File: src/rtl/nodf_status_pkg.sv
// Shared types and default widths for the non-dataflow ap_ctrl status tracker.
package nodf_status_pkg;

    localparam int unsigned DEF_CNT_W = 32;
    localparam int unsigned DEF_LAT_W = 32;

    typedef enum logic [1:0] {
        ST_IDLE      = 2'd0,
        ST_RUN       = 2'd1,
        ST_WAIT_CONT = 2'd2,
        ST_FINISHED  = 2'd3
    } state_t;

    typedef enum logic [1:0] {
        EVT_START  = 2'd0,
        EVT_READY  = 2'd1,
        EVT_DONE   = 2'd2,
        EVT_FINISH = 2'd3
    } evt_kind_t;

endpackage

File: src/rtl/nodf_sat_counter.sv
// Saturating up-counter with enable and synchronous active-high reset.
module nodf_sat_counter #(
    parameter int unsigned W = 32
) (
    input  logic         clock,
    input  logic         reset,
    input  logic         en,
    output logic [W-1:0] count
);

    always_ff @(posedge clock) begin
        if (reset) begin
            count <= '0;
        end else if (en && (count != '1)) begin
            count <= count + W'(1);
        end
    end

endmodule

File: src/rtl/nodf_module_status_tracker.sv
// Passive ap_ctrl handshake tracker for one non-dataflow HLS module.
// Optional event log outputs are enabled with the NODF_EVENT_LOG_EN macro.
module nodf_module_status_tracker
    import nodf_status_pkg::*;
#(
    parameter int unsigned CNT_W = DEF_CNT_W,
    parameter int unsigned LAT_W = DEF_LAT_W
) (
    input  logic             clock,
    input  logic             reset,
    input  logic             ap_start,
    input  logic             ap_ready,
    input  logic             ap_done,
    input  logic             ap_continue,
    input  logic             finish,
    output logic [1:0]       state,
    output logic [CNT_W-1:0] cycle_cnt,
    output logic [CNT_W-1:0] start_cnt,
    output logic [CNT_W-1:0] ready_cnt,
    output logic [CNT_W-1:0] done_cnt,
    output logic [CNT_W-1:0] busy_cycles,
    output logic [CNT_W-1:0] stall_cycles,
    output logic [LAT_W-1:0] last_latency,
    output logic             finished
`ifdef NODF_EVENT_LOG_EN
    ,
    output logic             evt_valid,
    output logic [1:0]       evt_kind,
    output logic [CNT_W-1:0] evt_time
`endif
);

    state_t           state_q, state_d;
    logic [CNT_W-1:0] cycle_q;
    logic [CNT_W-1:0] start_ts_q;
    logic [LAT_W-1:0] last_latency_q;
    logic             finished_q;

    logic active;
    logic start_acc;
    logic done_ev;
    logic busy_en;
    logic stall_en;
    logic ready_en;

    assign active = (state_q != ST_FINISHED);

    always_comb begin
        state_d   = state_q;
        start_acc = 1'b0;
        done_ev   = 1'b0;
        case (state_q)
            ST_IDLE: begin
                if (ap_start) begin
                    start_acc = 1'b1;
                    state_d   = ST_RUN;
                end
            end
            ST_RUN: begin
                if (ap_done) begin
                    done_ev = 1'b1;
                    if (!ap_continue) begin
                        state_d = ST_WAIT_CONT;
                    end else if (ap_start) begin
                        start_acc = 1'b1;
                    end else begin
                        state_d = ST_IDLE;
                    end
                end
            end
            ST_WAIT_CONT: begin
                if (ap_continue) begin
                    start_acc = ap_start;
                    state_d   = ap_start ? ST_RUN : ST_IDLE;
                end
            end
            default: ;
        endcase
        if (finish) begin
            state_d = ST_FINISHED;
        end
    end

    // Busy spans the accepting cycle through the done cycle, so one
    // isolated transaction adds last_latency + 1 busy cycles.
    assign busy_en  = (state_q == ST_RUN) || start_acc;
    assign stall_en = (state_q == ST_WAIT_CONT);
    assign ready_en = ap_ready && active;

    always_ff @(posedge clock) begin
        if (reset) begin
            state_q        <= ST_IDLE;
            cycle_q        <= '0;
            start_ts_q     <= '0;
            last_latency_q <= '0;
            finished_q     <= 1'b0;
        end else begin
            state_q <= state_d;
            if (active) begin
                cycle_q <= cycle_q + CNT_W'(1);
            end
            if (start_acc) begin
                start_ts_q <= cycle_q;
            end
            if (done_ev) begin
                last_latency_q <= LAT_W'(cycle_q - start_ts_q);
            end
            if (finish) begin
                finished_q <= 1'b1;
            end
        end
    end

    nodf_sat_counter #(.W(CNT_W)) u_start_cnt (
        .clock(clock), .reset(reset), .en(start_acc), .count(start_cnt)
    );
    nodf_sat_counter #(.W(CNT_W)) u_ready_cnt (
        .clock(clock), .reset(reset), .en(ready_en), .count(ready_cnt)
    );
    nodf_sat_counter #(.W(CNT_W)) u_done_cnt (
        .clock(clock), .reset(reset), .en(done_ev), .count(done_cnt)
    );
    nodf_sat_counter #(.W(CNT_W)) u_busy_cycles (
        .clock(clock), .reset(reset), .en(busy_en), .count(busy_cycles)
    );
    nodf_sat_counter #(.W(CNT_W)) u_stall_cycles (
        .clock(clock), .reset(reset), .en(stall_en), .count(stall_cycles)
    );

    assign state        = state_q;
    assign cycle_cnt    = cycle_q;
    assign last_latency = last_latency_q;
    assign finished     = finished_q;

`ifdef NODF_EVENT_LOG_EN
    evt_kind_t        evt_kind_q;
    logic             evt_valid_q;
    logic [CNT_W-1:0] evt_time_q;

    // One log entry per cycle: finish > done > start > ready.
    always_ff @(posedge clock) begin
        if (reset) begin
            evt_valid_q <= 1'b0;
            evt_kind_q  <= EVT_START;
            evt_time_q  <= '0;
        end else begin
            evt_valid_q <= 1'b0;
            evt_time_q  <= cycle_q;
            if (active) begin
                if (finish) begin
                    evt_valid_q <= 1'b1;
                    evt_kind_q  <= EVT_FINISH;
                end else if (done_ev) begin
                    evt_valid_q <= 1'b1;
                    evt_kind_q  <= EVT_DONE;
                end else if (start_acc) begin
                    evt_valid_q <= 1'b1;
                    evt_kind_q  <= EVT_START;
                end else if (ap_ready) begin
                    evt_valid_q <= 1'b1;
                    evt_kind_q  <= EVT_READY;
                end
            end
        end
    end

    assign evt_valid = evt_valid_q;
    assign evt_kind  = evt_kind_q;
    assign evt_time  = evt_time_q;
`endif

endmodule

File: config.mk
export PLATFORM = sky130hd
export DESIGN_NAME = nodf_module_status_tracker
export DESIGN_NICKNAME = d
export VERILOG_FILES = /design/src/rtl/nodf_status_pkg.sv /design/src/rtl/nodf_sat_counter.sv /design/src/rtl/nodf_module_status_tracker.sv
export SDC_FILE = /design/constraint.sdc
export NUM_CORES = 1
export LEC_CHECK = 0
export CAP_MARGIN = 10
export CORE_ASPECT_RATIO = 0.7
export CORE_MARGIN = 3
export CORE_UTILIZATION = 50
export CTS_BUF_LIST = sky130_fd_sc_hd__clkbuf_8 sky130_fd_sc_hd__clkbuf_16
export DETAILED_ROUTE_END_ITERATION = 8
export PLACE_DENSITY = 0.77
export SYNTH_ARGS = -nofsm -noshare
export SYNTH_HDL_FRONTEND = slang
export SYNTH_SLANG_ARGS = --single-unit
File: constraint.sdc
create_clock -name clock -period 3.7 [get_ports clock]
set_clock_uncertainty 0.1 [all_clocks]
set_input_delay 0.74 -clock clock [delete_from_list [all_inputs] [get_ports clock]]
set_output_delay 0.74 -clock clock [all_outputs]
set_load 0.01 [all_outputs]
==> metrics.yaml <==
pwr-share-clk_pct: 46.7
drt_iter0_drc: 771
overflow: 0
finalMaxSlewViolations: 0
gp_congestion: 0.8411
yosysMostFrequentCell: "dfxtp_1"
yosys-top-cells-area: "dfxtp_1, xor2_1, nor2_1, nand2_1, xnor2_1"
netlist_area_um2: 12510
finalPower_mw: 6.363
syn_to_final_growth_pct: 28.71
fin_crit_sh_pct: 85.63
clkTransAtPathRegs_ns: 0.06
cts_setup_buffers: 0
min_period_ns: 3.168
grt-busiest-layer: "met2"
p_sw_share_pct: 23.73
start_util_pct: 51.87
synthesis.nets: 1590
ys_ff_latch: 259
design.die.area_um2: 26980
core-area_um2: 24110
leakagePower_nw: 5.746
htree_levels: 1
die_w_um: 195.0
intPower_mw: 4.853
cts.hold.buffers_added: 0
die_h_um: 138.3
combPwrFrac_pct: 8.3
hp-class: "flop to flop"
power_density_nw_per_um2: 395.3
grt_usage_pct: 23.29
clk_latency_ns: 0.53
syn_inst: 1541
grt_use_met3_pct: 5.739
finalWirelength_um: 32950
synth-seq-area-share_pct: 41.46
crit_family: "compound AO/OA/AOI/OAI gates"
portBuffers: 233
synth_top_family_by_area: "simple AND/OR/NAND/NOR gates"
pwr-share-seq_pct: 45.1
synthAdderAreaFrac_pct: 4.262
worst_pin_slew_ns: 1.004
worstPathCellList: "inv_1 -> ha_1 -> fa_1 -> nor2b_1 -> o2111ai_1 -> nand2_1 -> a211o_1 -> a31oi_1 -> o31ai_1 -> nor2_1 -> a221o_1"
worstSetupPathType: "flop to flop"
rsz0062_at_grt: "no"
via_count: 11380
hold_viol_final: 0
final_layout_size_suffix_gt1_share_pct: 4.765
multiInputGateArea_um2: 6869
yosysWarnings: 0
cts.sinks: 259
antenna_found_initial: 0
post_drt_via_cell_ratio: 5.413
clk_root_buffer_cell: "clkbuf_16"
relSlewSlack_pct: 33.06
grt_max_degree: 204
worstPathRequired_ns: 4.02
fin_nets: 1812
num_rows: 47
cts_tree: "done"
cp-start-kind: "flop"
postCtsResizedCells: 0
final-setup-viol-count: 0
synthMuxAreaShare_pct: 0.4002
n_antenna_cell: 0
hpwl_um: 23580
synth.distinct_cells: 62
boundaryPins: 234
end_kind: "flop"
yosysTopAreaCell: "dfxtp_1"
grt_pass1_wl_um: 54410
dr.pass1.iters: 5
max_stage_delay_ns: 0.49
post_drt_wl_per_cell_um: 15.67
seq_area_um2: 5185
fin_tns_setup_ns: 0
synthArstFlopShare_pct: 0
synth-compound-area-share_pct: 10.27
grt_use_met2_pct: 35.36
grt_pass1_vias: 10680
status: "finished clean"
grt_use_met1_pct: 33.52
drc: 0
synth.avg_cell_area_um2: 8.116
ir_drop_mv: 0.4103
synthSimpleGateAreaFrac_pct: 27.57
numCtsBuffers: 27
crit_buf_inv: 1
max_cap_violations: 0
slowest_stage: "o31ai_1"
synth_top_flop_cell: "dfxtp_1"
ant_nets: 0
cts_buffer_depth: 3
post-synth-top-area-fraction_pct: 41.46
synth-edff-count: 0
synth_xor_xnor_area_share_pct: 12.39
critPathArrivalTime_ns: 3.49
path_max_fanout: 6
fmax_ghz: 0.3156
switching_power_mw: 1.510
fill_cells: 2039
yosys-top-cells-count: "dfxtp_1, nor2_1, nand2_1, xor2_1, a21oi_1"
-- power groups by stage --
| stage | clock [mW] | sequential (mW) | combinational (mW) |
|---|---|---|---|
| after floorplan | 0 | 2.94 | 0.334 |
| after global placement | 0 | 2.93 | 0.517 |
| after detailed placement | 0 | 2.93 | 0.524 |
| after CTS | 3.02 | 2.87 | 0.528 |
| after global routing | 3.15 | 2.87 | 0.579 |
| final | 2.97 | 2.87 | 0.527 |
-- per-layer routing --
layer	vias to the layer above	wire [um]	part of all wire (%)
li1	5713	-	-
met1	5323	15940	48
met2	294	14060	43
met3	49	2192	6.7
met4	0	754	2.3
met5	-	0	0
-- final cells by class --
cell class	count	share of cell area [%]
multi-input cells	1170	42.67
flip-flops and latches	259	32.21
repair buffers	245	15.13
clock buffers	29	4.368
well taps	318	2.472
clock inverters	21	1.749
inverters	60	1.399
-- kinds of logic after synthesis --
family / after synthesis
compound gates: 220
xor+xnor: 177
fa+ha+maj: 42
buf+inv: 112
flops: 259
mux: 5
simple gates: 726
-- path summary, 6_finish.rpt --
path                                    to  slack, ns                          start  cells past startpoint
min          last_latency[12]$_SDFFE_PP0P_       0.35  last_latency[12]$_SDFFE_PP0P_                      2
min reg2reg  last_latency[12]$_SDFFE_PP0P_       0.35  last_latency[12]$_SDFFE_PP0P_                      2
max reg2reg  last_latency[22]$_SDFFE_PP0P_       0.53      cycle_cnt[0]$_SDFFE_PP0N_                     11
max          last_latency[22]$_SDFFE_PP0P_       0.53      cycle_cnt[0]$_SDFFE_PP0N_                     11
-- sequential cells by signal, summed over array words and instances, names as in the netlist, 2 cells and up --
signal and count:
cycle_cnt 32, last_latency 32, start_ts_q 32, u_busy_cycles.count 32, u_done_cnt.count 32, u_ready_cnt.count 32
u_stall_cycles.count 32, u_start_cnt.count 32, state 2
-- stage by stage --
step                      worst slack (ns)  cell area (um2)  utilization (%)  instances  hold slack, ns
after floorplan                     0.9126            12510                -       1541          0.3363
after global placement              0.6921            15110            62.68       2052          0.3409
after detailed placement            0.6057            15110            62.68       2052          0.3440
after CTS                           0.5703            16100            66.77       2102          0.3542
after global routing                0.3690            16100            66.77       2102          0.3686
final                               0.5316            16100            66.77       2102          0.3514
-- layout by cell type (no fill, tap or decap), drive strengths merged, types with 24 or more instances in the layout --
| master | count |
|---|---|
| dfxtp | 259 |
| nor2 | 237 |
| clkdlybuf4s50 | 232 |
| nand2 | 204 |
| xor2 | 112 |
| a21oi | 111 |
| nand3 | 83 |
| xnor2 | 65 |
| inv | 63 |
| o21ai | 47 |
| nand4 | 46 |
| ha | 41 |
| or3 | 31 |
| clkbuf | 29 |
| nor3 | 25 |
| and4 | 24 |
-- worst reg2reg max path: stages (launching register included) --
cell and delay (ns):
dfxtp_1 0.43, inv_1 0.10, ha_1 0.24, fa_1 0.41, nor2b_1 0.21, o2111ai_1 0.17, nand2_1 0.18, a211o_1 0.19
a31oi_1 0.15, o31ai_1 0.49, nor2_1 0.10, a221o_1 0.27
Note: power is estimated with default switching activity, not from simulation.
==> edit, RTL diff (same flow settings) <==
The package constant `DEF_LAT_W` goes from 32 to 64.
--- a/src/rtl/nodf_status_pkg.sv
+++ b/src/rtl/nodf_status_pkg.sv
@@ -2,7 +2,7 @@
 package nodf_status_pkg;
 
     localparam int unsigned DEF_CNT_W = 32;
-    localparam int unsigned DEF_LAT_W = 32;
+    localparam int unsigned DEF_LAT_W = 64;
 
     typedef enum logic [1:0] {
         ST_IDLE      = 2'd0,
Interface: changed (resized last_latency); port bits go from 234 to 266. No check against the original RTL was run, so the function may have changed too.
==> edit against the unedited design <==
  * Wire length grew 4.4%
  * Largest cell class unchanged
  * Final area grew 2.3%
  * Sequential cell count grew 1
  * Highest routed layer unchanged
  * Critical path type unchanged
  * Critical endpoint is now last_latency[62]
  * First-iteration DRC count shrank 1.8%
  * Area after synthesis grew 3.3%
  * Power shrank 2.6%
  * Cell count grew 2.8%
  * Maximum frequency shrank 3.0%
  * Worst setup slack lost 97 ps
==> edit: results (changes against the unedited design) <==
| Metric | Value |
|---|---|
| Status | `finished, final reports clean` |
| Vias/cell | `5.51 (+1.7%)` |
| Nets | `1,868 (+3.1%)` |
| First-pass GRT wire length | `55,700 um (+2.4%)` |
| HPWL after DPL | `24,800 um (+5.2%)` |
| Routed wire per std cell | `15.9 um (+1.6%)` |
| Drt pass-1 iters | `6 (+1)` |
| Syn Nets | `1,653 (+4.0%)` |
| Placed insts | `2,114 (+3.0%)` |
| Post-synthesis cell type count | `65 (+4.8%)` |
| N_diodes | `0 (unchanged)` |
| WP data arrival | `3560 ps (+70 ps)` |
| Leak pwr | `5.74 nW (-0.16%)` |
| Initial DRC count | `757 (-1.8%)` |
| Seq/Total Area, Yosys | `0.403 (-0.0116)` |
| Crit-path max FO | `8 (+2)` |
| Post-Synthesis Cells | `1,603 (+4.0%)` |
| Post-Synth Adder-Cell Area | `0.0422 (-0.000385)` |
| Proportion of layout cells with a drive suffix above 1 | `0.0354 (-0.0122)` |
| PortBufs | `265 (+14%)` |
| Pwr per Cell Area | `376 mW/mm^2 (-4.8%)` |
| Vias in the first global route | `10,846 (+1.6%)` |
| Top post-synthesis cells by count | `dfxtp_1 (260), nor2_1 (217), nand2_1 (196)` |
| Min-delay src | `start_ts_q[12]` |
| Synth Area in XOR/XNOR | `0.113 (-0.0107)` |
| GP Congestion | `0.892 (+6.0%)` |
| Crit path from | `cycle_cnt[0]` |
| Largest net degree at the start of global routing | `108 (-47%)` |
| Compound-Gate Fraction of Synth Area | `0.115 (+0.0119)` |
| VDD IR max | `0.000334 V (-19%)` |
| Slew margin rel. | `0.310 (-0.0210)` |
| Worst path slowest cell | `nor4_1` |
## edit: logic make-up after synthesis
logic type                 count (synthesis)
xor gates and xnor gates                 167
AOI/OAI and AO/OA                        251
DFF                                      260
adders and majority gates                 43
buffers and inverters                    161
and+or+nand+nor                          714
muxes                                      7
## edit: final timing paths
path | to | slack [ps] | cells past startpoint
worst max register to register | last_latency[62] | 430 | 11
worst max-delay path | last_latency[62] | 430 | 11
worst min-delay path | start_ts_q[12] | 350 | 2
worst min register to register | start_ts_q[12] | 350 | 2
## edit: layer usage
metal  global-route usage  up-vias  share of wire
met4               0.0450        0          0.017
met3               0.0673       46          0.094
met2                0.363      418           0.43
met1                0.340     5534           0.46
met5                    0        -              0
li1                     -     5901              -
## edit: layout make-up
cell class                      instances  area [sq um]
Sequential cell                       260          5200
Tap cell                              325           407
Inverter                               73           274
Clock buffer                           29           703
Multi-Input combinational cell       1182          7000
Fill cell                            2079          8580
Clock inverter                         18           141
Timing Repair Buffer                  274          2740
## edit: power by group
part / total (W) / switching, W / internal, W
Sequential: 0.00290 / 0.0000533 / 0.00284
Clock: 0.00264 / 0.00114 / 0.00150
Combinational: 0.000656 / 0.000381 / 0.000276
## edit: worst reg2reg max path, stage by stage, from the launching register on
cell       delay, ps
dfxtp_1          490
inv_1             80
ha_1             230
fa_1             390
nor2b_1          200
o31a_1           210
o32ai_1          170
o211a_1          280
nor4_1           500
o2111ai_1        200
a21boi_0         200
o41ai_1           80
## edit: per-stage QoR
stage               setup slack (ps)  cell area, sq um  utilization
floorplan                        837             12900            -
finish                           434             16500        0.657
global placement                 589             15600        0.624
CTS                              457             16500        0.657
global route                    91.8             16500        0.657
detailed placement               481             15600        0.624
